==> src/rtl/cd_dec_pkg.sv <==
// Shared CD CIRC decoder definitions: GF(2^8) field constants, code sizes, syndrome FSM states.
// Combinational helpers only; no latency or flow control.
package cd_dec_pkg;

    localparam logic [7:0] GF_POLY  = 8'h1D;
    localparam logic [7:0] GF_ALPHA = 8'h02;

    localparam int C1_N = 32;
    localparam int C1_K = 28;
    localparam int C2_N = 28;
    localparam int C2_K = 24;

    typedef enum logic [1:0] {
        IDLE,
        ACCUM,
        HOLD
    } state_t;

    // Multiply by alpha: shift left and fold x^8 back in through the field polynomial.
    function automatic logic [7:0] gf_xtime(input logic [7:0] a);
        return {a[6:0], 1'b0} ^ (a[7] ? GF_POLY : 8'h00);
    endfunction

endpackage

==> src/rtl/gf256_mult.sv <==
// Combinational GF(2^8) multiplier, field polynomial 0x11D.
// Zero latency; no flow control.
module gf256_mult (
    input  logic [7:0] a,
    input  logic [7:0] b,
    output logic [7:0] p
);
    import cd_dec_pkg::*;

    logic [7:0] acc;
    logic [7:0] sh;

    always_comb begin
        acc = 8'h00;
        sh  = a;
        for (int i = 0; i < 8; i++) begin
            if (b[i]) acc = acc ^ sh;
            sh = gf_xtime(sh);
        end
        p = acc;
    end

endmodule

==> src/rtl/rs_syndrome_calc.sv <==
// Streaming RS syndrome generator (Horner in GF(2^8)); syn_valid the cycle after the last accept.
// in_ready drops while a syndrome word is held; the word stays stable until syn_ready.
module rs_syndrome_calc #(
    parameter int N_SYM = 32,
    parameter int N_SYN = 4
) (
    input  logic               clk,
    input  logic               rst_n,
    input  logic               in_valid,
    input  logic               in_sof,
    input  logic [7:0]         in_data,
    output logic               in_ready,
    output logic               syn_valid,
    input  logic               syn_ready,
    output logic [8*N_SYN-1:0] syn_data,
    output logic               syn_zero,
    output logic               frame_err
);
    import cd_dec_pkg::*;

    localparam int             CW         = (N_SYM > 1) ? $clog2(N_SYM) : 1;
    localparam logic [CW-1:0]  LAST       = CW'(N_SYM - 1);
    localparam logic [CW-1:0]  ONE        = CW'(1);
    localparam bit             SOF_CLOSES = (N_SYM == 2);

    state_t        state;
    state_t        state_nxt;
    logic [CW-1:0] cnt;
    logic [7:0]    syn  [N_SYN];
    logic [7:0]    prod [N_SYN];
    logic [7:0]    upd  [N_SYN];
    logic          accept;
    logic          last_beat;
    logic          load;
    logic          step;
    logic          close;
    logic          abort;
    logic          upd_zero;

    assign in_ready  = (state != HOLD);
    assign syn_valid = (state == HOLD);
    assign accept    = in_valid && in_ready;
    // A sof beat only closes a frame when the frame is two symbols long.
    assign last_beat = (cnt == LAST) && (!in_sof || SOF_CLOSES);

    for (genvar j = 0; j < N_SYN; j++) begin : g_lane
        if (j == 0) begin : g_bypass
            assign prod[j] = syn[j];
        end else begin : g_mult
            localparam logic [7:0] ALPHA_J = 8'(1 << j);
            gf256_mult u_mult (
                .a (syn[j]),
                .b (ALPHA_J),
                .p (prod[j])
            );
        end
        assign upd[j]             = prod[j] ^ in_data;
        assign syn_data[8*j +: 8] = syn[j];
    end

    always_comb begin
        upd_zero = 1'b1;
        for (int j = 0; j < N_SYN; j++) begin
            if (upd[j] != 8'h00) upd_zero = 1'b0;
        end
    end

    always_comb begin
        state_nxt = state;
        load      = 1'b0;
        step      = 1'b0;
        close     = 1'b0;
        abort     = 1'b0;
        case (state)
            IDLE: begin
                if (accept && in_sof) begin
                    load      = 1'b1;
                    state_nxt = ACCUM;
                end
            end
            ACCUM: begin
                if (accept) begin
                    if (last_beat) begin
                        step      = 1'b1;
                        close     = 1'b1;
                        state_nxt = HOLD;
                    end else if (in_sof) begin
                        load  = 1'b1;
                        abort = 1'b1;
                    end else begin
                        step = 1'b1;
                    end
                end
            end
            HOLD: begin
                if (syn_ready) state_nxt = IDLE;
            end
            default: state_nxt = IDLE;
        endcase
    end

    always_ff @(posedge clk or negedge rst_n) begin
        if (!rst_n) begin
            state <= IDLE;
        end else begin
            state <= state_nxt;
        end
    end

    always_ff @(posedge clk or negedge rst_n) begin
        if (!rst_n) begin
            cnt       <= '0;
            frame_err <= 1'b0;
            syn_zero  <= 1'b0;
            for (int j = 0; j < N_SYN; j++) syn[j] <= 8'h00;
        end else begin
            frame_err <= abort;
            if (load) begin
                cnt <= ONE;
                for (int j = 0; j < N_SYN; j++) syn[j] <= in_data;
            end else if (step) begin
                cnt <= close ? '0 : cnt + ONE;
                for (int j = 0; j < N_SYN; j++) syn[j] <= upd[j];
                if (close) syn_zero <= upd_zero;
            end
        end
    end

endmodule

==> config.mk <==
export PLATFORM = sky130hd
export DESIGN_NAME = rs_syndrome_calc
export DESIGN_NICKNAME = d
export VERILOG_FILES = /design/src/rtl/cd_dec_pkg.sv /design/src/rtl/gf256_mult.sv /design/src/rtl/rs_syndrome_calc.sv
export SDC_FILE = /design/constraint.sdc
export NUM_CORES = 1
export LEC_CHECK = 0
export CORE_MARGIN = 3
export CORE_UTILIZATION = 35
export DETAILED_ROUTE_END_ITERATION = 12
export SLEW_MARGIN = 10
export SYNTH_ARGS = -nofsm -noshare
export SYNTH_HDL_FRONTEND = slang
export SYNTH_SLANG_ARGS = --single-unit
==> constraint.sdc <==
create_clock -name clk -period 2.2 [get_ports clk]
set_input_delay 0.44 -clock clk [delete_from_list [all_inputs] [get_ports clk]]
set_output_delay 0.44 -clock clk [all_outputs]
set_load 0.05 [all_outputs]
After elaboration in Yosys (flattened, before gate mapping)
Cells that the tools add are included.
{"block": "op_classes", "add_sub_neg": 1, "n_mul": 0, "div_mod_pow": 0, "magnitude_cmp": 0, "eq_ne": 8, "shift": 0, "muxes": 33, "n_bitwise": 11, "reduce_logical": 12}
{"operator": "$xor 8x8->8", "n": 10}
{"operator": "$mux 32", "n": 2}
{"operator": "$mux 5", "n": 9}
{"operator": "$reduce_bool 8->1", "n": 4}
{"operator": "$mux 1", "n": 16}
{"operator": "$mux 2", "n": 4}
{"operator": "$ne 2x2->1 const B", "n": 4}
{"operator": "$pmux 2 s3", "n": 1}
{"operator": "$add 5x1->5 const B", "n": 1}
{"operator": "$eq 5x5->1 const B", "n": 1}
{"operator": "$reduce_and 4->1", "n": 1}
{"operator": "$logic_and 1x1->1", "n": 3}
{"operator": "$reduce_and 3->1", "n": 1}
{"operator": "$eq 2x1->1 const B", "n": 1}
{"operator": "$eq 2x2->1 const B", "n": 1}
{"operator": "$logic_not 2->1", "n": 1}
{"operator": "$ne 2x1->1 const B", "n": 1}
{"operator": "$pmux 1 s2", "n": 1}
{"operator": "$reduce_bool 2->1", "n": 1}
{"operator": "$logic_not 1->1", "n": 1}
{"operator": "$not 1->1", "n": 1}
{"block": "totals", "ff_bits": 41, "latch_bits": 0, "ram_bits": 0, "romBits": 0, "in_bits": 13, "output_inout_bits": 36, "elab_cells": 73, "mem_count": 0}

Longest topological paths before layout
{"block": "logic_depth", "depth_word": 9, "mapped_depth": 8, "mapped_depth_nobuf": 8}

Modules after synthesis
A second synthesis with hierarchy kept.
{"block": "hier_totals", "hier_cells": 756, "area_unflattened_um2": 5920.7}
{"mod": "gf256_mult (g_lane[2].g_mult.u_mult ...)", "instances": 2, "cells_each": 173, "area_per_inst_um2": 1224.9, "seq_area_each_um2": 0.0}
{"mod": "rs_syndrome_calc", "instances": 1, "cells_each": 245, "area_per_inst_um2": 2296.0, "seq_area_each_um2": 1026.0}
{"mod": "gf256_mult (g_lane[1].g_mult.u_mult)", "instances": 1, "cells_each": 165, "area_per_inst_um2": 1174.9, "seq_area_each_um2": 0.0}

Worst setup path before layout
OpenSTA, ideal clock, no wires.
{"block": "synth_path", "path_kind": "reg-to-reg", "from": "reg syn (netlist bit syn_data[15])", "to": "reg syn_zero", "setup_ns": 0.092, "t_arrival_ns": 1.803, "required_ns": 2.108, "path_slack_ns": 0.306, "stages_incl_launch_ff": 7, "path_buffers": 1, "synth_period_minus_slack_ns": 1.894, "path_cell_list": "dfrtp_1 -> buf_2 -> or4_1 -> mux2i_1 -> and3_1 -> nand4_1 -> o31ai_2"}
{"block": "synth_via", "elab_chain_cells": 7}
{"element": "start: declaration", "line": "rs_syndrome_calc.sv:29", "source": "logic [7:0] syn [N_SYN];"}
{"element": "$mux 5", "line": "cd_dec_pkg.sv:21", "source": "return {a[6:0], 1'b0} ^ (a[7] ? GF_POLY : 8'h00);"}
{"element": "$xor 8x8->8", "line": "cd_dec_pkg.sv:21"}
{"element": "$xor 8x8->8", "line": "rs_syndrome_calc.sv:57", "source": "assign upd[j] = prod[j] ^ in_data;"}
{"element": "$reduce_bool 8->1", "line": "rs_syndrome_calc.sv:64", "source": "if (upd[j] != 8'h00) upd_zero = 1'b0;"}
{"element": "$mux 1 (3 in series)", "line": "rs_syndrome_calc.sv:64"}
{"element": "end signal: assignment", "line": "rs_syndrome_calc.sv:124", "source": "if (close) syn_zero <= upd_zero;"}
{"element": "end: declaration", "line": "rs_syndrome_calc.sv:16", "source": "output logic syn_zero,"}
No other way between the ends.
A chain may end at the register's enable or synchronous reset.

Worst setup path after layout
{"block": "layout_path", "from": "reg syn (netlist bit syn_data[27])", "to": "out syn_data[27]"}
{"element": "end: declaration", "line": "rs_syndrome_calc.sv:15", "source": "output logic [8*N_SYN-1:0] syn_data,"}
No word-level cell between the ends.

==> results by stage <==
Run status:
- The flow ran to the end, and the final reports show no timing, DRC or antenna violations.

Synth:
- After synthesis, the largest family of logic cells by area is compound AO/OA/AOI/OAI gates.
- After Yosys synthesis, and, or, nand and nor cells account for 15.8% of the synthesized area.
- Summed over all instances, the cell type with the most area after synthesis is dfrtp_1.
- The XOR/XNOR share of the synthesized area is 10.8%.
- The fraction of the yosys area taken by sequential cells is 41.5%.
- The commonest cells after synthesis are dfrtp_1, o21ai_0, nor2_1.
- The number of warning messages in the yosys log is 0.
- The most numerous cell in the Yosys netlist is dfrtp_1.
- The mapped cell area is 2470 um^2.
- The number of nets in the synthesized netlist is 287.
- The per-instance average area after synthesis is 9.08 um^2.
- The flip-flop and latch count after synthesis is 41.
- For this run, asynchronously set or reset flops after synthesis account for 100%.
- The post-synthesis adder-cell area fraction is 1.01%.
- The synthesized instance count is 272.
- After synthesis, the netlist uses 38 different library cells.
- The area share of the largest cell type after synthesis is 41.5%.
- Sorting the synthesized cells by area gives the leading types as dfrtp_1, a222oi_1, xor2_1.
- Yosys mapped a number of flops with a built-in enable equal to 0.
- Summing the areas of all compound-gate instances in the mapped netlist gives 23.2% of the synthesized area.
- In the synthesized netlist the dominant register cell turns out to be dfrtp_1.
- Of the post-synthesis cell area, the part taken by muxes is 0.405%.

Finish:
- The area overhead of the layout relative to synthesis is 30.8%.
- Across the whole layout, storage elements account for 1030 um^2.
- The ratio of cells with drive above 1 in the final layout is 12.6%.
- The count of filler cells inserted in the layout is 670.
- The total inserted antenna cells is 0.
- In the final layout, the multi-input gates occupy 1270 um^2.
- The number of nets at the end of the flow is 340.

Worst setup path:
- STA classifies the critical path startpoint as a flop.
- The critical-path maximum fanout is 4.
- The worst setup path is captured at an output port.
- Counting cells, the worst reg-to-reg path comes to 6.
- The flop-to-flop setup slack is 370 ps.
- The data required time at the worst endpoint is 1760 ps.
- For this design, the slowest cell found on the critical path is clkdlybuf4s50_1.
- Walking the worst path, the cells encountered are clkdlybuf4s50_1.
- The buffer and inverter count on the worst path is 1.
- The end of the worst register-to-register path is syn_data[21]$_DFFE_PN0P_.
- The setup path with the least slack is of type reg -> out.
- The data arrival at the endpoint of the critical path is 1610 ps.
- In this run the critical register-to-register path is launched from state[1]$_DFFE_PN0P_.
- The dominant delay contributor by cell family on the critical path is buffers and inverters.
- The peak per-stage delay on the critical path is 850 ps.

Route:
- The length of routed met3 wiring is 284 um.
- In the detailed route, the total length drawn on met2 is 3.27 mm.
- Dividing the detail-routed wire length by the instance count gives 16.6 um.
- For this run, design rule violations remaining after detail routing come to 0.
- The via density per instance is 5.47.
- The detailed-routing wirelength on met1 is 3.28 mm.
- The routed wire length is 6.96 mm.
- The number of antenna-violating nets in the routed design is 0.
- In this run the top signal layer used is met4.
- Before antenna repair, the detailed router went through 4 iterations.
- Detailed routing inserted a total of 2293 vias.
- The number of violations reported at the end of detailed-routing iteration 0 is 176.

Floorplanning:
- The starting density of the core is 37.4%.
- The core region is 6600 um^2.
- The die extent in x is 90.0 um.
- The number of top-level pins is 49.
- The die is 90.0 um tall.
- The die covers 8100 um^2.
- After floorplanning, the core was divided into 29 placement rows.

Pwr:
- Overall power consumption after layout is estimated at 0.00321 W.
- The share of total power dissipated in the clock network is 15.4%.
- In this run the power density over the cells is 993 nW/um^2.
- The share of total power dissipated in sequential elements is 35.9%.
- In this run switching power makes up 46.0% of total power.
- The net switching power of the design is 0.00148 W.
- The internal power summed over all cells is 0.00173 W.
- The logic gate share of total power is 48.7%.
- The total leakage power is 1.46 nW.
- The worst-case IR drop observed on VDD is 479 uV.

Timing:
- The actual transition at the worst max-transition pin is 778 ps.
- In this run the tightest slew margin relative to its limit is 48.1%.
- The worst path uses 93.0% of the clock period.
- In the post-route analysis, the smallest setup slack over all paths is 155 ps.
- The final number of hold-violating endpoints is 0.
- Setup violations remaining at the end of the flow were counted as 0.
- The max-slew violation total from the final report was 0.
- The shortest period the worst path allows is 2050 ps.
- Setup repair after global routing left no endpoint under its margin.
- The fmax is 489 MHz.
- The setup skew after layout is 4.47 ps.

Placement:
- Routability-driven placement finished with a final weighted congestion of 0.823.
- The placed wire-length estimate is 5.06 mm.
- Port buffering added 48 buffers.
- The pre-CTS setup slack is -513 ps.

Clocking:
- The H-tree was split into 2 levels.
- The clock reaches the later pin of the worst-skew pair after 290 ps.
- The tree is rooted in a clkbuf_8.
- The tree built by TritonCTS fans out to 41 sinks.
- The CTS tree is yes.
- After clock tree synthesis, the clock-pin slew on the worst setup and hold paths is 80 ps.
- In this run, CTS created clock tree buffers numbering 5.
- The buffer levels on the longest clock path is 2.

Global route:
- The number of antenna violations at the first check in global routing is 0.
- The first-pass GRT wire length is 11.5 mm.
- The largest net degree at the start of global routing is 24.
- The aggregate global routing overflow is 0.
- Global routing used 17.4% of the available tracks.
- The via count of the first global-routing pass came to 2284.

Worst hold path:
- In this run the worst hold path is classified as in -> async.

Run:
- Max-cap violations in this run came to 0.
[worst register-to-register path, stage by stage (launching register included)]
cell and delay [ps]:
dfrtp_1 390, buf_4 150, or4b_4 600, buf_12 200
nor2_1 220, a222oi_1 130, inv_1 80
[metrics by stage]
step / hold WS (ps) / instance area (um^2) / utilization, % / instances / TNS (ps)
2_1_floorplan: 144 / 2470 / - / 272 / 0
5_1_grt: 138 / 3230 / 49.0 / 419 / 0
4_1_cts: 118 / 3230 / 48.9 / 419 / 0
3_5_place_dp: 438 / 3150 / 47.6 / 411 / -9850
3_3_place_gp: 437 / 3150 / 47.6 / 411 / -8460
6_report: 98.7 / 3230 / 49.0 / 419 / 0
[power by group through the flow]
stage / clock network, W / registers (W) / logic [W]
floorplan: 0 / 0.00156 / 0.000637
finish: 0.000494 / 0.00115 / 0.00156
global placement: 0 / 0.00117 / 0.00155
CTS: 0.000511 / 0.00115 / 0.00157
global route: 0.000532 / 0.00118 / 0.00168
detailed placement: 0 / 0.00117 / 0.00156
[cell type report]
type / count / share of cell area, %
sequential: 41 / 31.7
clock buffer: 8 / 2.48
timing repair buffer: 70 / 20.7
inverter: 19 / 2.21
tap: 93 / 3.60
multi-input combinational: 188 / 39.2
[placed cells by master, fill, tap and decap left out, types with 2 or more instances in the layout]
cell type	instances
nand3_1	10
nand4_1	3
dfrtp_1	41
or3_1	3
xor2_1	17
and3_1	9
buf_4	24
nand2_1	17
or4_1	3
nand2b_1	2
a222oi_1	15
a21oi_1	10
nor3_1	3
a32o_1	2
ha_1	2
a311oi_1	6
o211ai_1	2
clkdlybuf4s50_1	40
nor2_1	19
o21ai_0	29
a221o_1	5
inv_1	19
clkbuf_8	5
a22oi_1	5
clkbuf_1	3
xnor2_1	11
o22ai_1	2
buf_12	3
dlymetal6s2s_1	2
[cell families (layout without fill, tap and decap cells)]
group           Yosys count  after routing
mux                       1              1
fa+ha+maj                 2              2
flops                    41             41
simple gates             76             76
xor+xnor                 29             29
buf+inv                  43             97
compound gates           80             80
[timing repair]
action | CTS | global route
hold buffers | 0 | 0
pin swaps | 0 | 0
buffers inserted | 0 | 0
endpoints found under the setup margin | 22 | 2
resized for setup | 1 | 2
[flip-flops by register name (all words and copies together), names as in the netlist]
| name | cells |
|---|---|
| frame_err | 1 |
| syn_data | 32 |
| state | 2 |
| syn_zero | 1 |
| cnt | 5 |
[layer usage]
| layer | vias to the layer above | global-route usage [%] |
|---|---|---|
| met5 | - | 0 |
| met3 | 9 | 2.59 |
| met4 | 0 | 7.40 |
| met2 | 65 | 27.4 |
| li1 | 1102 | - |
| met1 | 1117 | 23.9 |
[worst max-delay path by stage]
stage               slack (ps)  cells past startpoint                   end                     start
global route                80                      7  syn_zero$_DFFE_PN0P_                  in_valid
global placement          -440                      6    cnt[3]$_DFFE_PN0P_                    in_sof
floorplan                  310                      6  syn_zero$_DFFE_PN0P_  syn_data[15]$_DFFE_PN0P_
detailed placement        -510                      6    cnt[3]$_DFFE_PN0P_                    in_sof
CTS                          9                      3              in_ready      state[1]$_DFFE_PN0P_
finish                     150                      1          syn_data[27]  syn_data[27]$_DFFE_PN0P_
No activity file was read; power rests on OpenSTA's default activity.
==> RTL change: new RTL, same flow settings <==
`N_SYN`: 4 -> 8.
--- a/src/rtl/rs_syndrome_calc.sv
+++ b/src/rtl/rs_syndrome_calc.sv
@@ -2,7 +2,7 @@
 // in_ready drops while a syndrome word is held; the word stays stable until syn_ready.
 module rs_syndrome_calc #(
     parameter int N_SYM = 32,
-    parameter int N_SYN = 4
+    parameter int N_SYN = 8
 ) (
     input  logic               clk,
     input  logic               rst_n,
Interface: changed (resized syn_data); port bits go from 49 to 81. The function was not compared with the original's and may differ.
==> RTL change against the unedited design <==
- critical path depth rose by 6
- die area rose by 93%
- setup slack got worse by 0.15 ns
- hold slack improved by 0.053 ns
- cell area rose by 120%
- sequential cell count rose by 32
- global-route usage rose by 4.8 points
- synthesized area rose by 100%
- power rose to 3.7 times the old value
- core utilization rose by 3.2 points
- wire length rose to 2.5 times the old value
- via count rose by 120%
- final cell count rose by 110%
==> RTL change: results (changes against the unedited design) <==
post_drt_wl_per_cell_um: 19.91  # +20%
cts_resized: 11  # +10
avgViaCountPerCell: 5.609  # +2.5%
reg2reg_depth: 7  # +1
p_switching_uw: 5771  # +290%
fin_crit_sh: 0.9970  # +0.06729
use_met2: 0.3417  # +0.06786
r2r_end: "syn_zero"
pre_cts_ws_ns: -0.5710  # -0.05797 ns
worstPathMaxFanout: 5  # +1
first_global_vias: 4951  # +120%
drt-total-wl_um: 17520  # +150%
use_met1: 0.3054  # +0.06599
switching_share: 0.4797  # +0.01960
cts_max_level: 3  # +1
max_stage_delay_ns: 0.45  # -0.40 ns
gp_congestion: 0.9112  # +11%
r2r_slack_ns: 0.006  # -0.36 ns
wl_met3_um: 1456  # +410%
grt_use_total: 0.2219  # +0.04753
grt_max_degree: 40  # +67%
crit_slowest_cell: "dfrtp_2"
ys_top_cells_by_count: "dfrtp_1 (73), xnor2_1 (72), nand2_1 (50)"
synthDistinctLibCells: 43  # +13%
grt_first_pass_wirelength_um: 27570  # +140%
fin_skew_ns: 0.007651  # +0.003177 ns
num-fill-cells: 1242  # +85%
dpl-instance-area_um2: 6496  # +110%
yosysSeqAreaShare: 0.3684  # -0.04678
crit_family: "XOR/XNOR gates"
nNetsFinal: 714  # +110%
outcome: "completed"
numCtsBuffers: 9  # +4
root_buffer: "clkbuf_16"
syn_nets: 586  # +100%
placed_cells: 853  # +110%
dp_hpwl_um: 12780  # +150%
cts.clk_slew.worst_paths_ns: 0.06  # -0.02 ns
yosys-top-cells-area: "dfrtp_1 (37%), xnor2_1 (13%), xor2_1 (6.7%), a222oi_1 (4.6%), o21ai_0 (4.4%)"
synth_xor_xnor_area_share: 0.2054  # +0.09705
syn_inst: 571  # +110%
insertion_delay_ns: 0.35  # +0.06 ns
drtIter0Drc: 463  # +160%
p_leak_uw: 0.003142  # +110%
met3_usage: 0.05544  # +0.02956
wl_met2_um: 8138  # +150%
clkPwrFrac: 0.143  # -0.011
RTL change: changes by cell type in the layout (fill, tap and decap cells not counted), moves of 20 or more:
cell / before / now
nand2_1: 17 / 50
a21oi_1: 10 / 34
buf_4: 24 / 87
xnor2_1: 11 / 63
clkdlybuf4s50_1: 40 / 60
RTL change: layout make-up:
| type | count | area (um^2) | area share |
|---|---|---|---|
| multi-input combinational | 411 | 2943 | 0.4158 |
| sequential | 73 | 1849 | 0.2613 |
| timing repair buffer | 174 | 1604 | 0.2266 |
| clock buffer | 13 | 280.3 | 0.03960 |
| tap | 176 | 220.2 | 0.03111 |
| inverter | 30 | 112.6 | 0.01591 |
| clock inverter | 3 | 68.82 | 0.009722 |
RTL change: worst reg2reg max path: stages (launching register included):
cell and delay (ns):
dfrtp_2 0.45, buf_4 0.16, xnor2_1 0.29, xnor2_1 0.15
xnor2_1 0.16, or3_1 0.40, a2111oi_4 0.32, a32o_1 0.20
